==> src/rtl/register_arbiter_if.sv <==
// register_arbiter_if: requester-side handshake plus the pins of the shared Register.
interface register_arbiter_if #(
    parameter int N = 4,
    parameter int WIDTH = 16
);
    logic [N-1:0]       req;
    logic [N*WIDTH-1:0] wdata;
    logic [N-1:0]       gnt;
    logic [N-1:0]       ack;
    logic               busy;
    logic [WIDTH-1:0]   rdata;
    logic [WIDTH-1:0]   reg_in;
    logic               reg_load;
    logic [WIDTH-1:0]   reg_out;

    modport master (
        output req, wdata, reg_out,
        input  gnt, ack, busy, rdata, reg_in, reg_load
    );

    modport slave (
        input  req, wdata, reg_out,
        output gnt, ack, busy, rdata, reg_in, reg_load
    );
endinterface

==> src/rtl/register_arbiter.sv <==
// register_arbiter: round-robin write arbiter sequencing IDLE -> LOAD -> ACK into one shared Register.
module register_arbiter #(
    parameter int N = 4,
    parameter int WIDTH = 16
) (
    input logic clk,
    input logic reset,
    register_arbiter_if.slave bus
);
    localparam int PW = (N > 1) ? $clog2(N) : 1;

    typedef enum logic [1:0] {IDLE, LOAD, ACK} state_t;

    state_t           state, next;
    logic [PW-1:0]    ptr, win, pick, idx;
    logic [WIDTH-1:0] dreg;

    // Scan downward so the requester closest above ptr is the last to overwrite pick.
    always_comb begin
        pick = ptr;
        idx = ptr;
        for (int k = N - 1; k >= 0; k--) begin
            idx = PW'((int'(ptr) + k) % N);
            if (bus.req[idx]) pick = idx;
        end
    end

    always_comb begin
        next = IDLE;
        next = (state == IDLE) ? ((|bus.req) ? LOAD : IDLE) : (state == LOAD) ? ACK : IDLE;
    end

    always_ff @(posedge clk or posedge reset) begin
        if (reset) begin
            state <= IDLE;
            ptr   <= '0;
            win   <= '0;
            dreg  <= '0;
        end else begin
            state <= next;
            if (state == IDLE && |bus.req) begin
                win  <= pick;
                dreg <= bus.wdata[pick*WIDTH +: WIDTH];
            end
            if (state == ACK) ptr <= (win == PW'(N - 1)) ? '0 : win + 1'b1;
        end
    end

    // Outputs decode from state, so an asynchronous reset clears them immediately.
    assign bus.gnt      = (state != IDLE) ? N'(1) << win : '0;
    assign bus.ack      = (state == ACK) ? N'(1) << win : '0;
    assign bus.busy     = (state != IDLE);
    assign bus.reg_load = (state == LOAD);
    assign bus.reg_in   = dreg;
    assign bus.rdata    = bus.reg_out;
endmodule

==> src/flat_wrapper.sv <==
// flat-port wrapper written by rule: the top's interface ports become plain ports
module register_arbiter_flat 
#(
    parameter int N = 4,
    parameter int WIDTH = 16
)
  (clk, reset, bus_req, bus_wdata, bus_reg_out, bus_gnt, bus_ack, bus_busy, bus_rdata, bus_reg_in, bus_reg_load);
  register_arbiter_if #(.N(N), .WIDTH(WIDTH)) bus_i ();
  input logic clk;
  input logic reset;
  input wire logic [$bits(bus_i.req)-1:0] bus_req;
  input wire logic [$bits(bus_i.wdata)-1:0] bus_wdata;
  input wire logic [$bits(bus_i.reg_out)-1:0] bus_reg_out;
  output wire logic [$bits(bus_i.gnt)-1:0] bus_gnt;
  output wire logic [$bits(bus_i.ack)-1:0] bus_ack;
  output wire logic [$bits(bus_i.busy)-1:0] bus_busy;
  output wire logic [$bits(bus_i.rdata)-1:0] bus_rdata;
  output wire logic [$bits(bus_i.reg_in)-1:0] bus_reg_in;
  output wire logic [$bits(bus_i.reg_load)-1:0] bus_reg_load;
  assign bus_i.req = bus_req;
  assign bus_i.wdata = bus_wdata;
  assign bus_i.reg_out = bus_reg_out;
  assign bus_gnt = bus_i.gnt;
  assign bus_ack = bus_i.ack;
  assign bus_busy = bus_i.busy;
  assign bus_rdata = bus_i.rdata;
  assign bus_reg_in = bus_i.reg_in;
  assign bus_reg_load = bus_i.reg_load;
  register_arbiter #(.N(N), .WIDTH(WIDTH)) u_core (.clk(clk), .reset(reset), .bus(bus_i));
endmodule
==> config.mk <==
export PLATFORM = sky130hd
export DESIGN_NAME = register_arbiter_flat
export DESIGN_NICKNAME = d
export VERILOG_FILES = /design/src/rtl/register_arbiter_if.sv /design/src/rtl/register_arbiter.sv /design/src/flat_wrapper.sv
export SDC_FILE = /design/constraint.sdc
export NUM_CORES = 1
export LEC_CHECK = 0
export BUFFER_PORTS_ARGS = -buffer_cell sky130_fd_sc_hd__buf_4
export CAP_MARGIN = 20
export CORE_ASPECT_RATIO = 1.5
export CORE_MARGIN = 4
export CORE_UTILIZATION = 37
export CTS_BUF_LIST = sky130_fd_sc_hd__clkbuf_8
export CTS_CLUSTER_DIAMETER = 50
export DETAILED_ROUTE_END_ITERATION = 16
export HOLD_SLACK_MARGIN = 0.1
export PLACE_DENSITY = 0.89
export SLEW_MARGIN = 20
export SYNTH_ARGS = -nofsm -noshare
export SYNTH_HDL_FRONTEND = slang
export SYNTH_SLANG_ARGS = --single-unit
==> constraint.sdc <==
create_clock -name clk -period 2.21 [get_ports clk]
set_input_delay 0.1105 -clock clk [delete_from_list [all_inputs] [get_ports clk]]
set_output_delay 0.1105 -clock clk [all_outputs]
set_load 0.01 [all_outputs]
==> results of run 1 <==
[layout by cell type, fill, tap and decap left out, types with 2 or more instances in the layout]
master,synthesis,routed
nor2b_1,8,8
nand3_1,16,16
mux2_2,3,3
nand2_1,2,2
a221o_1,15,15
buf_4,17,105
nor2_1,3,3
dfrtp_1,22,22
clkbuf_8,0,4
and2_1,4,4
a21oi_1,17,17
nand2b_1,3,3
mux2_1,14,14
ha_1,4,4
o21ai_0,17,17
inv_1,5,5
[worst max-delay path: stages, from the launching register on]
cell and delay (ps):
dfrtp_1 410, and3b_1 210, or4_1 530, nand2_8 200
mux2_1 350, a221o_1 320
[repair_timing]
item | in CTS | in global routing
hold buffers | 1 | 0
endpoints found under the hold margin | 22 | 0
setup endpoints to repair | 0 | 15
resized for setup | 0 | 1
[report_power, final]
part / internal [mW] / leakage [nW] / total [mW] / switching, mW
Combinational: 0.910 / 0.873 / 1.81 / 0.903
Clock: 0.159 / 0.0288 / 0.295 / 0.136
Sequential: 0.606 / 0.271 / 0.737 / 0.131
Total: 1.68 / 1.17 / 2.85 / 1.17
[cell usage after synthesis (4+ instances only)]
master,number
inv_1,5
a21oi_1,17
ha_1,4
nand3_1,16
dfrtp_1,22
buf_4,17
mux2_1,14
nor2b_1,8
a221o_1,15
clkbuf_1,6
and2_1,4
o21ai_0,17
[cell families (layout without fill, tap and decap cells)]
kind of cell	after synthesis	in the layout	synth area share
AOI/OAI and AO/OA	58	58	0.247
adders and majority gates	4	4	0.0295
buffers and inverters	32	115	0.119
DFF	22	22	0.325
muxes	17	17	0.113
and+or+nand+nor	46	46	0.166
[per-stage QoR]
stage | hold WS, ps | cell area, um^2 | utilization | total power [mW] | setup WS, ps
after global routing | 198 | 2430 | 0.562 | 3.06 | 5.13
after global placement | 221 | 2360 | 0.546 | 2.50 | 146
final | 181 | 2430 | 0.562 | 2.85 | 87.8
after CTS | 166 | 2420 | 0.561 | 2.87 | 70.3
after detailed placement | 221 | 2360 | 0.546 | 2.57 | 72.5
after floorplan | 99.7 | 1690 | - | 1.86 | 13.9
[layer usage]
| metal | track usage | vias up |
|---|---|---|
| met4 | 0.0829 | 0 |
| met2 | 0.338 | 72 |
| li1 | - | 815 |
| met3 | 0.0361 | 18 |
| met1 | 0.196 | 820 |
| met5 | 0 | - |
[sequential cells by signal, indices dropped and copies added, names as in the netlist]
name / flops
u_core.ptr: 2
u_core.win: 2
u_core.state: 2
u_core.bus.reg_in: 16
[final timing paths]
check	start	end	slack (ps)
max reg2reg	u_core.ptr[1]$_DFFE_PP0P_	u_core.bus.reg_in[1]$_DFFE_PP0P_	90
max in group asynchronous	reset	u_core.state[1]$_DFF_PP0_	1050
min reg2reg	u_core.state[1]$_DFF_PP0_	u_core.state[1]$_DFF_PP0_	450
min	bus_wdata[30]	u_core.bus.reg_in[14]$_DFFE_PP0P_	180
min in group asynchronous	reset	u_core.bus.reg_in[3]$_DFFE_PP0P_	620
max	u_core.ptr[1]$_DFFE_PP0P_	u_core.bus.reg_in[1]$_DFFE_PP0P_	90
[cell type report]
type	instances	share of cell area
multi-input combinational	125	0.390
timing repair buffer	106	0.329
sequential	22	0.227
tap	46	0.0237
clock buffer	4	0.0227
inverter	5	0.00773
==> impl_metrics.toml, run 1 <==
[yosys]
syn_area_um2 = 1690
synth_async_sr_flop_share = 1.00
syn_nets = 269
yosysTopAreaCell = "dfrtp_1"
yosysSeqAreaShare = 0.325
ys_ff_latch = 22
yosysWarningCount = 0
ys.flop_type = "dfrtp_1"
synth_edf_count = 0
yosys-top-cells-area = "dfrtp_1 (32%), mux2_1 (9.3%), a221o_1 (8.9%)"
synth_top_cell_area_share = 0.325
avgSynthCellArea_um2 = 9.46
syn_inst = 179
ys_types = 37

[drt]
top_layer = "met4"
detail_route.wl_per_cell_um = 17.2
avgViaCountPerCell = 5.60
first_pass_iters = 4
drt_iter0_markers = 77
ant_nets = 0
drc = 0
vias = 1725
wl_met1_um = 1910
wl_met2_um = 2870
met3_length_um = 362
totalWireLength_um = 5300

[floorplanning]
rows = 29
dieArea_um2 = 5750
die_w_um = 63.3
start_util = 0.392
io_pins = 128
core_um2 = 4320
die_y_um = 90.9

[power_and_ir_drop]
ir_drop_mv = 0.390
pwr_density_cell_nw_per_um2 = 1170
power.leakage_nw = 1.17

[clock_tree]
clk_latency_ps = 270
cts_inserted_buffers = 3
clock-sinks = 22
cts_root_buf = "clkbuf_8"
postCtsSetupBuffers = 0
clk_pin_slew_ps = 80
cts_htree_levels = 1
clk_path_buf_depth = 2
cts_tree = "built"

[finish]
multiInputGateArea_um2 = 947
diodes = 0
seq_area_um2 = 551
instances_no_fill = 308
syn_to_final_growth_pct = 43.3
nNetsFinal = 353
drive_gt1_frac = 0.462
n_fill_cell = 392

[outcome]
status = "complete, no violations"

[setup_path]
cp.arrival_ps = 2280
crit_path_start_kind = "register"
worstPathMaxFanout = 16
reg2reg_depth = 5
end_kind = "register"
critPathKind = "reg -> reg"
cp.required_ps = 2360

[sta]
final.setup_skew_ps = 2.80
final-setup-viol-count = 0
period_needed_ps = 2120
finalHoldViolCount = 0
fmax_mhz = 471
period_share = 0.960
worst_pin_slew_ps = 892
slew_violations = 0
rsz0062_at_grt = "no"
relSlewSlack = 0.404
final.setup.tns_ps = 0

[worst_hold_path]
hold_path_class = "in -> reg"
holdPathStages = 3

[grt]
overflow = 0
grt_usage = 0.183
grt_pass1_vias = 1838
grt_max_degree = 23
grt_pass1_wl_um = 8520
antenna_found_initial = 0

[placed_design]
dp.cells = 303
gp_congestion = 0.848
hpwl_um = 4260
port_buffers = 95

[job]
maxCapViolations = 0
No activity file was read; power rests on OpenSTA's default activity.
==> run 2: changes to the inputs <==
- CAP_MARGIN: 20 -> unset
- SETUP_SLACK_MARGIN: unset -> 0.15
==> run 2 against run 1 <==
Net effect:
- cell area grew 1.6%
- largest power group unchanged
- clock power shrank 2%
- clock skew grew 0.86 ps
- first-iteration DRC count shrank 23%
==> impl_metrics.toml, run 2 (synthesized netlist as in run 1, its figures left out) <==
[floorplanning]
die_y_um = 90.9
core_um2 = 4320
die_w_um = 63.3
rows = 29
io_pins = 128
start_util = 0.392
dieArea_um2 = 5750

[finish]
mostFrequentLayoutCell = "buf_4"
layout_common_cells = "buf_4 (106), dfrtp_1 (22), a21oi_1 (17), o21ai_0 (17), nand3_1 (16)"
largest_reg_flops = 16
instances_no_fill = 310
stdcell_area_um2 = 2470
n_fill_cell = 413
drive_gt1_frac = 0.477
nNetsFinal = 355
diodes = 0
syn_to_final_growth_pct = 45.6

[grt]
antenna_found_initial = 0
grt_usage = 0.186
grt_pass1_wl_um = 8630
grt_max_degree = 23
grt_pass1_vias = 1785
overflow = 0

[power_and_ir_drop]
p_int_mw = 1.71
ir_drop_mv = 0.394
p_sw_mw = 1.20
seqPwrFrac = 0.254
swShare = 0.412
combPwrFrac = 0.646
p_clk_frac = 0.100
pwr_density_cell_nw_per_um2 = 1180
power.leakage_nw = 1.19

[clock_tree]
clk_path_buf_depth = 2
cts_htree_levels = 1
cts_tree = "built"
cts_root_buf = "clkbuf_8"
postCtsSetupBuffers = 0
clock-sinks = 22
clk_latency_ps = 260
cts_inserted_buffers = 3
clk_pin_slew_ps = 80

[setup_path]
reg2reg_slack_ps = 150
cp.required_ps = 2360
reg2reg_from = "u_core.ptr[1]$_DFFE_PP0P_"
regToRegEndpoint = "u_core.bus.reg_in[7]$_DFFE_PP0P_"
end_kind = "register"
cp-startpoint = "u_core.ptr[1]$_DFFE_PP0P_"
worstPathMaxFanout = 8
crit_path_start_kind = "register"
critPathKind = "reg -> reg"
cp.arrival_ps = 2200
reg2reg_depth = 5

[sta]
rsz0062_at_grt = "yes"
final-setup-viol-count = 0
period_share = 0.931
slew_violations = 0
relSlewSlack = 0.419
period_needed_ps = 2060
final.setup.tns_ps = 0
worst_pin_slew_ps = 871
fmax_mhz = 486
finalHoldViolCount = 0
final.setup_skew_ps = 3.67

[drt]
first_pass_iters = 4
ant_nets = 0
vias = 1708
detail_route.wl_per_cell_um = 17.1
totalWireLength_um = 5290
avgViaCountPerCell = 5.51
drc = 0
drt_iter0_markers = 59

[placed_design]
hpwl_um = 4110
postPlaceCellArea_um2 = 2370
dp.cells = 304
port_buffers = 95
gp_congestion = 0.860

[outcome]
status = "complete, no violations"

[worst_hold_path]
holdPathStages = 3
worstHoldStart = "bus_wdata[21]"
hold_path_class = "in -> reg"
holdPathEnd = "u_core.bus.reg_in[5]$_DFFE_PP0P_"

[job]
maxCapViolations = 0
-- run 2: per-layer routing --
layer / vias to the layer above / share of wire / GRT usage
li1: 817 / - / -
met1: 798 / 0.37 / 0.208
met2: 81 / 0.53 / 0.335
met3: 12 / 0.077 / 0.0399
met4: 0 / 0.022 / 0.0739
met5: - / 0 / 0
-- run 2: final cells by class --
cell class / instances / area (um^2) / share of cell area
clock buffer: 4 / 55.1 / 0.0223
multi-input combinational: 126 / 978 / 0.397
inverter: 5 / 18.8 / 0.00761
tap: 46 / 57.6 / 0.0233
timing repair buffer: 107 / 806 / 0.327
sequential: 22 / 551 / 0.223
-- run 2: how the worst max path moves through the flow --
stage                                        to  depth (start not counted)
3_5_place_dp   u_core.bus.reg_in[7]$_DFFE_PP0P_                          5
2_1_floorplan  u_core.bus.reg_in[0]$_DFFE_PP0P_                          8
5_1_grt        u_core.bus.reg_in[0]$_DFFE_PP0P_                          5
6_report       u_core.bus.reg_in[7]$_DFFE_PP0P_                          5
4_1_cts        u_core.bus.reg_in[7]$_DFFE_PP0P_                          5
3_3_place_gp   u_core.bus.reg_in[7]$_DFFE_PP0P_                          5
-- run 2: through the flow --
step / utilization / total power [mW] / worst slack [ps] / hold WS, ps
floorplan: - / 1.90 / 36.2 / 99.7
global placement: 0.549 / 2.53 / 130 / 221
detailed placement: 0.549 / 2.59 / 79.7 / 221
finish: 0.571 / 2.90 / 153 / 187
global route: 0.571 / 3.13 / 92.2 / 196
CTS: 0.571 / 2.93 / 153 / 182
-- run 2: repair_timing --
action	CTS	global route
endpoints found under the setup margin	15	15
pin swaps	1	0
gates resized for setup	3	0
hold buffers	1	0
cloned	1	0
endpoints found under the hold margin	22	0
-- run 2: power groups by stage --
stage,sequential [mW],clock [mW],combinational [mW]
after detailed placement,0.740,0,1.85
final,0.739,0.289,1.88
after floorplan,0.785,0,1.11
after global placement,0.739,0,1.79
after global routing,0.767,0.311,2.05
after CTS,0.738,0.295,1.90
-- run 2: critical path: stages (launching register included) --
cell and delay [ps]:
dfrtp_1 410, and3b_1 210, or4_4 510, nand2_8 150
mux2_2 340, a221o_1 320
==> run 3: changes to the inputs <==
- BUFFER_PORTS_ARGS: -buffer_cell sky130_fd_sc_hd__buf_4 -> unset
- CORE_UTILIZATION: 37 -> 59
- DONT_BUFFER_PORTS: unset -> 1
==> run 3 against run 2 <==
Net effect:
- cell count down 33%
- combinational power down 22%
- clock skew down 2.6 ps
- power down 12%
- clock-buffer cell count down 1
- worst hold slack worse by 83 ps
- sequential power up 13%
- via count down 15%
- global-route usage up 7.6 points
==> impl_metrics.toml, run 3 (synthesized netlist as in run 1, its figures left out) <==
[clock_tree]
clk_latency_ps = 260
cts_inserted_buffers = 3
cts_htree_levels = 1
clk_pin_slew_ps = 80
cts_root_buf = "clkbuf_8"
clk_path_buf_depth = 2
clock-sinks = 22
cts_tree = "built"

[job]
maxCapViolations = 0

[setup_path]
path_cells = "and3b_1, or4_4, nand2_8, mux2_1, a221o_1"
crit_path_start_kind = "register"
worstPathMaxFanout = 8
cp.required_ps = 2360
crit_path_max_incr_delay_ps = 510
end_kind = "register"
cp.arrival_ps = 2210
critical-path-top-delay-family = "simple AND/OR/NAND/NOR gates"
critPathKind = "reg -> reg"
critPathBufInv = 0
critPathSlowestCell = "or4_4"

[sta]
final.setup_skew_ps = 1.03
finalHoldViolCount = 0
rsz0062_at_grt = "yes"
hold_slack_ps = 104
worst_pin_slew_ps = 896
fmax_mhz = 485
final.setup.tns_ps = 0
final-setup-viol-count = 0
period_share = 0.933
relSlewSlack = 0.402
slew_violations = 0
period_needed_ps = 2060

[finish]
mostFrequentLayoutCell = "dfrtp_1"
drive_gt1_frac = 0.171
diodes = 0
layout_common_cells = "dfrtp_1 (22), a21oi_1 (17), o21ai_0 (17), nand3_1 (16), a221o_1 (15)"
largest_reg_flops = 16
stdcell_area_um2 = 1760
nNetsFinal = 262
syn_to_final_growth_pct = 4.06

[floorplanning]
dieArea_um2 = 3810
die_w_um = 51.8
core_um2 = 2710
die_y_um = 73.6
start_util = 0.626
io_pins = 128
rows = 23

[power_and_ir_drop]
pwr_density_cell_nw_per_um2 = 1440
p_clk_frac = 0.100
power.leakage_nw = 0.735
swShare = 0.455
combPwrFrac = 0.573
p_sw_mw = 1.16
ir_drop_mv = 0.667
p_int_mw = 1.39
seqPwrFrac = 0.327

[drt]
ant_nets = 0
avgViaCountPerCell = 7.03
detail_route.wl_per_cell_um = 24.2
totalWireLength_um = 5010
drc = 0
drt_iter0_markers = 81
first_pass_iters = 4
vias = 1456

[grt]
overflow = 0
grt_max_degree = 23
antenna_found_initial = 0
grt_pass1_wl_um = 7530
grt_pass1_vias = 1530
grt_usage = 0.262

[placed_design]
hpwl_um = 3440
port_buffers = 0
postPlaceCellArea_um2 = 1620
gp_congestion = 0.780

[outcome]
status = "complete, no violations"

[worst_hold_path]
hold_path_class = "in -> reg"
-- run 3: cell count changes in the layout (fill, tap and decap cells not counted), sizes merged --
cell         delta
buf            -96
dlygate4sd3     +3
clkbuf          -1
-- run 3: final cells by class --
cell class                      count  area [um^2]
Clock buffer                        3         41.3
Fill cell                         221          942
Inverter                            5         18.8
Multi-Input combinational cell    126          978
Sequential cell                    22          551
Tap cell                           37         46.3
Timing Repair Buffer               14          128
-- run 3: worst register-to-register path, stage by stage (launching register included) --
cell and delay, ps:
dfrtp_1 420, and3b_1 230, or4_4 510, nand2_8 150, mux2_1 320, a221o_1 320
-- run 3: path summary, 6_finish.rpt --
path	from	endpoint	slack, ps	depth (start not counted)
worst max-delay path	u_core.ptr[1]$_DFFE_PP0P_	u_core.bus.reg_in[2]$_DFFE_PP0P_	150	5
worst min-delay path	bus_wdata[25]	u_core.bus.reg_in[9]$_DFFE_PP0P_	100	2
worst max register to register	u_core.ptr[1]$_DFFE_PP0P_	u_core.bus.reg_in[2]$_DFFE_PP0P_	150	5
worst min register to register	u_core.state[1]$_DFF_PP0_	u_core.state[1]$_DFF_PP0_	540	1
max in group asynchronous	reset	u_core.bus.reg_in[11]$_DFFE_PP0P_	1170	2
min in group asynchronous	reset	u_core.win[1]$_DFFE_PP0P_	490	2
-- run 3: repair_timing --
| action | CTS | global route |
|---|---|---|
| cloned | 1 | 0 |
| gates resized for setup | 3 | 0 |
| hold buffers | 4 | 0 |
| pin swaps | 1 | 0 |
| hold endpoints to repair | 24 | 0 |
| setup buffers | 1 | 2 |
| setup endpoints to repair | 15 | 16 |
-- run 3: stage by stage --
step	setup slack (ps)	util	power, mW	instances
6_report	148	0.652	2.54	207
5_1_grt	83.7	0.652	2.70	207
4_1_cts	153	0.642	2.47	205
3_5_place_dp	27.6	0.598	2.14	196
3_3_place_gp	119	0.598	2.06	196
2_1_floorplan	36.2	-	1.90	179
-- run 3: per-layer routing --
layer | GRT usage | vias up | routed length [um]
li1 | - | 632 | -
met1 | 0.309 | 697 | 1760
met2 | 0.435 | 117 | 2670
met3 | 0.0811 | 10 | 511
met4 | 0.108 | 0 | 64
met5 | 0 | - | 0
-- run 3: power by group through the flow --
| stage | combinational [mW] | sequential, mW | clock, mW |
|---|---|---|---|
| finish | 1.46 | 0.833 | 0.254 |
| global route | 1.58 | 0.851 | 0.271 |
| CTS | 1.38 | 0.830 | 0.255 |
| detailed placement | 1.30 | 0.838 | 0 |
| global placement | 1.23 | 0.830 | 0 |
| floorplan | 1.11 | 0.785 | 0 |
